### src/rtl/pipe_ctrl_pkg.sv
`default_nettype none
// ============================================================================
// Module      : pipe_ctrl_pkg
// Description : Shared types and constants for the pipeline stall/flush
//               controller: controller state encoding and fill-target codes.
// Revision    : 1.0 - initial release
// ============================================================================
package pipe_ctrl_pkg;

    // Controller state, explicitly 2 bits wide.
    typedef enum logic [1:0] {
        RUN   = 2'd0,
        IMISS = 2'd1,
        DMISS = 2'd2
    } pc_state_t;

    // fill_sel encodings
    localparam logic FILL_I = 1'b0;
    localparam logic FILL_D = 1'b1;

endpackage
`default_nettype wire

### src/rtl/hazard_detect.sv
`default_nettype none
// ============================================================================
// Module      : hazard_detect
// Description : Combinational load-use comparator. Flags when the instruction
//               in ID reads a register that the load currently in EX will
//               write. Register 0 is never a hazard source.
// Ports       : ID_rs, ID_rt         in  4  ID source register numbers
//               ID_rs_used/rt_used   in  1  source actually read
//               EX_MemRead           in  1  EX instruction is a load
//               EX_rd                in  4  EX destination register
//               lu                   out 1  load-use hazard
// Revision    : 1.0 - initial release
// ============================================================================
module hazard_detect
    import pipe_ctrl_pkg::*;
(
    input  logic [3:0] ID_rs,
    input  logic [3:0] ID_rt,
    input  logic       ID_rs_used,
    input  logic       ID_rt_used,
    input  logic       EX_MemRead,
    input  logic [3:0] EX_rd,
    output logic       lu
);

    logic w_rs_hit;
    logic w_rt_hit;

    assign w_rs_hit = ID_rs_used && (ID_rs == EX_rd);
    assign w_rt_hit = ID_rt_used && (ID_rt == EX_rd);
    assign lu       = EX_MemRead && (EX_rd != 4'd0) && (w_rs_hit || w_rt_hit);

endmodule
`default_nettype wire

### src/rtl/pipe_ctrl.sv
`default_nettype none
// ============================================================================
// Module      : pipe_ctrl
// Description : Stall/flush controller for the 5-stage pipeline. Produces
//               pipeline-register write enables, IF_ID flush and ID_EX bubble,
//               sequences I-/D-cache fills over a single memory port, and
//               keeps a saturating stall-cycle counter.
// Ports       : clk, rst_n (async, active-low)
//               ID_rs/ID_rt/ID_rs_used/ID_rt_used/EX_MemRead/EX_rd  hazard in
//               ID_BranchTaken, IF_miss, MEM_miss, fill_done         events in
//               fill_req, fill_sel                                   fill out
//               PC/IF_ID/ID_EX/EX_MEM/MEM_WB _wen                    enables
//               IF_ID_flush, ID_EX_bubble                            squash
//               stall_count [CNT_W]                                  perf
// Revision    : 1.0 - initial release
// ============================================================================
module pipe_ctrl
    import pipe_ctrl_pkg::*;
#(
    parameter int CNT_W = 16
) (
    input  logic             clk,
    input  logic             rst_n,
    input  logic [3:0]       ID_rs,
    input  logic [3:0]       ID_rt,
    input  logic             ID_rs_used,
    input  logic             ID_rt_used,
    input  logic             EX_MemRead,
    input  logic [3:0]       EX_rd,
    input  logic             ID_BranchTaken,
    input  logic             IF_miss,
    input  logic             MEM_miss,
    input  logic             fill_done,
    output logic             fill_req,
    output logic             fill_sel,
    output logic             PC_wen,
    output logic             IF_ID_wen,
    output logic             ID_EX_wen,
    output logic             EX_MEM_wen,
    output logic             MEM_WB_wen,
    output logic             IF_ID_flush,
    output logic             ID_EX_bubble,
    output logic [CNT_W-1:0] stall_count
);

    pc_state_t        r_state;
    pc_state_t        w_state_nxt;
    logic             r_i_pend;
    logic             r_d_pend;
    logic             w_i_pend_nxt;
    logic             w_d_pend_nxt;
    logic             w_lu;
    logic [CNT_W-1:0] r_stall_count;

    hazard_detect u_hazard_detect (
        .ID_rs      (ID_rs),
        .ID_rt      (ID_rt),
        .ID_rs_used (ID_rs_used),
        .ID_rt_used (ID_rt_used),
        .EX_MemRead (EX_MemRead),
        .EX_rd      (EX_rd),
        .lu         (w_lu)
    );

    // ------------------------------------------------------------------
    // State register and pending flags
    // ------------------------------------------------------------------
    always_ff @(posedge clk or negedge rst_n) begin
        if (!rst_n) begin
            r_state  <= RUN;
            r_i_pend <= 1'b0;
            r_d_pend <= 1'b0;
        end else begin
            r_state  <= w_state_nxt;
            r_i_pend <= w_i_pend_nxt;
            r_d_pend <= w_d_pend_nxt;
        end
    end

    // ------------------------------------------------------------------
    // Next-state logic
    // ------------------------------------------------------------------
    always_comb begin
        w_state_nxt  = r_state;
        w_i_pend_nxt = r_i_pend;
        w_d_pend_nxt = r_d_pend;
        case (r_state)
            RUN: begin
                // D-side wins a simultaneous miss; the I-miss is parked.
                if (MEM_miss) begin
                    w_state_nxt = DMISS;
                    if (IF_miss) w_i_pend_nxt = 1'b1;
                end else if (IF_miss) begin
                    w_state_nxt = IMISS;
                end
            end
            IMISS, DMISS: begin
                // A D-miss during an I-fill waits; the I-fill is not aborted.
                // Captured before fill_done is evaluated so a miss arriving
                // in the completion cycle is still served.
                if (r_state == IMISS && MEM_miss) w_d_pend_nxt = 1'b1;
                if (fill_done) begin
                    if (w_d_pend_nxt) begin
                        w_state_nxt  = DMISS;
                        w_d_pend_nxt = 1'b0;
                    end else if (r_i_pend) begin
                        w_state_nxt  = IMISS;
                        w_i_pend_nxt = 1'b0;
                    end else begin
                        w_state_nxt  = RUN;
                    end
                end
            end
            default: w_state_nxt = RUN;
        endcase
    end

    // ------------------------------------------------------------------
    // Output logic: combinational from inputs and state. Reset is folded in
    // so that asserting rst_n drops every enable and fill_req at once.
    // ------------------------------------------------------------------
    always_comb begin
        PC_wen       = 1'b0;
        IF_ID_wen    = 1'b0;
        ID_EX_wen    = 1'b0;
        EX_MEM_wen   = 1'b0;
        MEM_WB_wen   = 1'b0;
        IF_ID_flush  = 1'b0;
        ID_EX_bubble = 1'b0;
        fill_req     = 1'b0;
        fill_sel     = FILL_I;
        if (rst_n) begin
            fill_req = (r_state == IMISS) || (r_state == DMISS);
            fill_sel = (r_state == DMISS) ? FILL_D : FILL_I;
            if (MEM_miss || r_state == DMISS) begin
                // full freeze: all enables already 0
            end else if (IF_miss || r_state == IMISS || w_lu) begin
                // hold front end, inject NOP into EX, let back end drain
                ID_EX_wen    = 1'b1;
                EX_MEM_wen   = 1'b1;
                MEM_WB_wen   = 1'b1;
                ID_EX_bubble = 1'b1;
            end else begin
                PC_wen      = 1'b1;
                IF_ID_wen   = 1'b1;
                ID_EX_wen   = 1'b1;
                EX_MEM_wen  = 1'b1;
                MEM_WB_wen  = 1'b1;
                IF_ID_flush = ID_BranchTaken;
            end
        end
    end

    // ------------------------------------------------------------------
    // Saturating stall counter
    // ------------------------------------------------------------------
    always_ff @(posedge clk or negedge rst_n) begin
        if (!rst_n) begin
            r_stall_count <= '0;
        end else if (!PC_wen && (r_stall_count != {CNT_W{1'b1}})) begin
            r_stall_count <= r_stall_count + {{(CNT_W-1){1'b0}}, 1'b1};
        end
    end

    assign stall_count = r_stall_count;

endmodule
`default_nettype wire

### config.mk
export PLATFORM = sky130hd
export DESIGN_NAME = pipe_ctrl
export DESIGN_NICKNAME = d
export VERILOG_FILES = /design/src/rtl/pipe_ctrl_pkg.sv /design/src/rtl/hazard_detect.sv /design/src/rtl/pipe_ctrl.sv
export SDC_FILE = /design/constraint.sdc
export NUM_CORES = 1
export LEC_CHECK = 0
export ABC_AREA = 0
export CORE_MARGIN = 10
export CORE_UTILIZATION = 55
export DETAILED_ROUTE_END_ITERATION = 6
export DONT_BUFFER_PORTS = 1
export PLACE_DENSITY_LB_ADDON = 0.2
export SLEW_MARGIN = 40
export SYNTH_ARGS = -nofsm -noshare
export SYNTH_HDL_FRONTEND = slang
export SYNTH_SLANG_ARGS = --single-unit
### constraint.sdc
create_clock -name clk -period 1.7 [get_ports clk]
set_input_delay 0.17 -clock clk [delete_from_list [all_inputs] [get_ports clk]]
set_output_delay 0.17 -clock clk [all_outputs]
set_load 0.05 [all_outputs]
==> impl_metrics.json <==
{
  "status": "finished with violations",
  "violations": "setup timing",
  "grt_pass1_wl_mm": 5.29,
  "r2r_slack_ns": -0.10,
  "antenna_found_initial": 0,
  "die_w_um": 67.2,
  "syn_nets": 152,
  "holdPathStages": 2,
  "start_util_pct": 56.5,
  "synth_common_cells": "dfrtp_1 (20), xnor2_1 (14), nand2_1 (11)",
  "grt_util_all_layers_pct": 14.9,
  "grt_use_met3_pct": 6.28,
  "seq_area_frac_synth_pct": 40.9,
  "yosysTopAreaCell": "dfrtp_1",
  "synth_top_area_share_pct": 40.9,
  "dp_worst_setup_slack_ns": -0.0666,
  "vias_per_cell": 5.60,
  "syn_area_mm2": 0.00122,
  "placed_cell_area_mm2": 0.00152,
  "hpwl_mm": 2.49,
  "final_cell_count_no_fill": 195,
  "final_area_mm2": 0.00173,
  "core-area_mm2": 0.00217,
  "r2r_end": "stall_count[1]",
  "p_leak_nw": 0.770,
  "area_growth_pct": 40.9,
  "relSlewSlack_pct": 66.7,
  "crit_required_ns": 1.53,
  "clk_transition_reported_paths_ns": 0.11,
  "rsz0062_at_grt": "true",
  "vdd.ir_drop.worst_uv": 1430,
  "cts_tree": "done",
  "drive_gt1_share_pct": 44.3,
  "vias": 1092,
  "period_share_pct": 109,
  "synthArstFlopShare_pct": 100,
  "period_needed_ns": 1.85,
  "worstMarginPinSlew_ns": 0.503,
  "p_per_area_mw_per_mm2": 1570,
  "yosysWarnings": 0,
  "cts_root_buf": "clkbuf_4",
  "drt-wirelength-per-cell_um": 17.5,
  "yosysMostFrequentCell": "dfrtp_1",
  "crit_fanout": 3,
  "slew_violations": 0,
  "synthFlopType": "dfrtp_1",
  "seq_area_um2": 505,
  "drv_cap": 0,
  "row_count": 17,
  "multiInputGateArea_um2": 761,
  "drcViolationCount": 0,
  "worst_ep_arrival_time_ns": 1.68,
  "layout_setup_ws_ns": -0.150,
  "antenna_cells": 0,
  "cts.path.max_buffers": 2,
  "dieArea_mm2": 0.00451,
  "cts_sinks": 20,
  "cp_num_buf_inv": 2,
  "die_h_um": 67.2,
  "grt.busiest_layer": "met2",
  "num-nets-final": 194,
  "gp_congestion": 0.880,
  "r2r_cells": 7,
  "nFillCells": 138,
  "numPortBuffers": 0,
  "cpMaxStageDelayCell": "dfrtp_1",
  "synthTopCellsByArea": "dfrtp_1 (41%), xnor2_1 (10%), ha_1 (5.1%), xor2_1 (5.0%), nand4_1 (4.6%)",
  "cts_buffers": 3,
  "synth_seq_cells": 20,
  "slowest_delay_ns": 0.45,
  "drt_iter0_markers": 43,
  "crit_chain": "ha_4, nor3b_4, nand4_1, buf_6, clkinvlp_4, and2_4",
  "grt_pass1_vias": 1111,
  "crit_family": "simple AND/OR/NAND/NOR gates",
  "r2r_start": "r_state[1]",
  "grt_max_degree": 21,
  "fin_worst_skew_ns": 0.0113,
  "io_pins": 46,
  "dp_cells": 180,
  "worstHoldEndpoint": "r_d_pend",
  "drtAntennaViolNets": 0,
  "final-setup-viol-count": 10,
  "hp-start": "MEM_miss",
  "met1_usage_pct": 15.8,
  "gr-total-overflow": 0,
  "grt_use_met2_pct": 26.5,
  "crit_path_start_kind": "flip-flop",
  "max_freq_mhz": 541,
  "hold_path_class": "in -> reg",
  "synth_cell_types": 34,
  "clk-insertion-delay-late_ns": 0.31,
  "total_power_mw": 2.72,
  "syn_inst": 126,
  "synth.avg_cell_area_um2": 9.72,
  "first_pass_iters": 4,
  "critPathKind": "reg -> out",
  "synth-edff-count": 0,
  "hold_viol": 0,
  "htree_levels": 1,
  "endpoint_kind": "primary output",
  "wl_mm": 3.41
}
-- how the worst max path moves through the flow --
stage	slack [ns]	depth (start not counted)	from	end
2_1_floorplan	-0.70	7	r_state[0]	IF_ID_flush
3_3_place_gp	-0.05	5	stall_count[7]	stall_count[1]
3_5_place_dp	-0.07	5	stall_count[7]	stall_count[1]
4_1_cts	-0.15	6	r_state[1]	IF_ID_flush
5_1_grt	-0.28	7	r_state[1]	IF_ID_flush
6_report	-0.15	6	r_state[1]	IF_ID_flush
-- layout make-up --
class                   count  area share, %
repair buffers             41           20.2
flip-flops and latches     20           29.3
clock inverters             1           1.74
well taps                  28           2.03
multi-input cells          97           44.1
clock buffers               3           1.31
inverters                   5           1.31
-- routing by layer --
| metal | wire length, um | part of all wire (%) |
|---|---|---|
| met5 | 0 | 0 |
| met3 | 280 | 8.2 |
| met4 | 53 | 1.6 |
| met1 | 1340 | 39 |
| met2 | 1730 | 51 |
-- state kept, by name, indices dropped and copies added, names as in the netlist --
signal       count
r_d_pend         1
stall_count     16
r_i_pend         1
r_state          2
-- placed cells by master (no fill, tap or decap), drive strengths merged --
cell type	count
and3	3
a21oi	2
xnor2	14
nand3	10
nand2b	1
dlygate4sd3	2
bufinv	1
a31oi	1
buf	39
nor2	5
nor3b	2
o41a	1
a211oi	1
ha	5
mux2	3
and2	6
nand3b	1
o22ai	1
and4	1
inv	4
nor4	1
xor2	7
nand4	9
nor2b	1
or4	1
nor3	5
nand2	11
o21ai	3
clkinvlp	1
a22oi	1
clkbuf	3
dfrtp	20
a211o	1
-- logic make-up after synthesis --
logic type | after synthesis | share of synthesized area [%]
AO/OA/AOI/OAI | 11 | 5.93
XOR/XNOR | 21 | 15.0
adder cells (fa/ha/maj) | 5 | 5.11
buffers and inverters | 9 | 3.78
flip-flops | 20 | 40.9
multiplexers | 3 | 3.06
AND/OR/NAND/NOR | 57 | 26.3
-- power by group --
| part | switching, mW | internal, mW |
|---|---|---|
| Combinational | 0.999 | 0.631 |
| Sequential | 0.0914 | 0.612 |
| Clock | 0.143 | 0.239 |
-- what timing repair did --
item                                   4_1_cts  5_1_grt
gates resized for setup                      9       10
hold buffers                                 2        1
pin swaps                                    9        6
cloned                                       0        1
setup endpoints to repair                   10       25
setup buffers                                7        0
endpoints found under the hold margin       21       20
-- worst reg2reg max path: stages, from the launching register on --
cell and delay, ns:
dfrtp_1 0.45, ha_4 0.19, nor3b_4 0.18, nand4_1 0.12, buf_6 0.14, buf_4 0.16
and2_4 0.17, mux2_4 0.29
-- stage by stage --
| stage | utilization (%) | setup TNS (ns) | hold slack, ns |
|---|---|---|---|
| after floorplan | - | -7.02 | -0.126 |
| after global placement | 70.1 | -0.0468 | -0.125 |
| after detailed placement | 70.1 | -0.0666 | -0.125 |
| after CTS | 77.1 | -0.955 | 0.0555 |
| after global routing | 79.5 | -2.89 | 0.0464 |
| final | 79.5 | -1.04 | 0.0621 |
No activity file was read; power rests on OpenSTA's default activity.
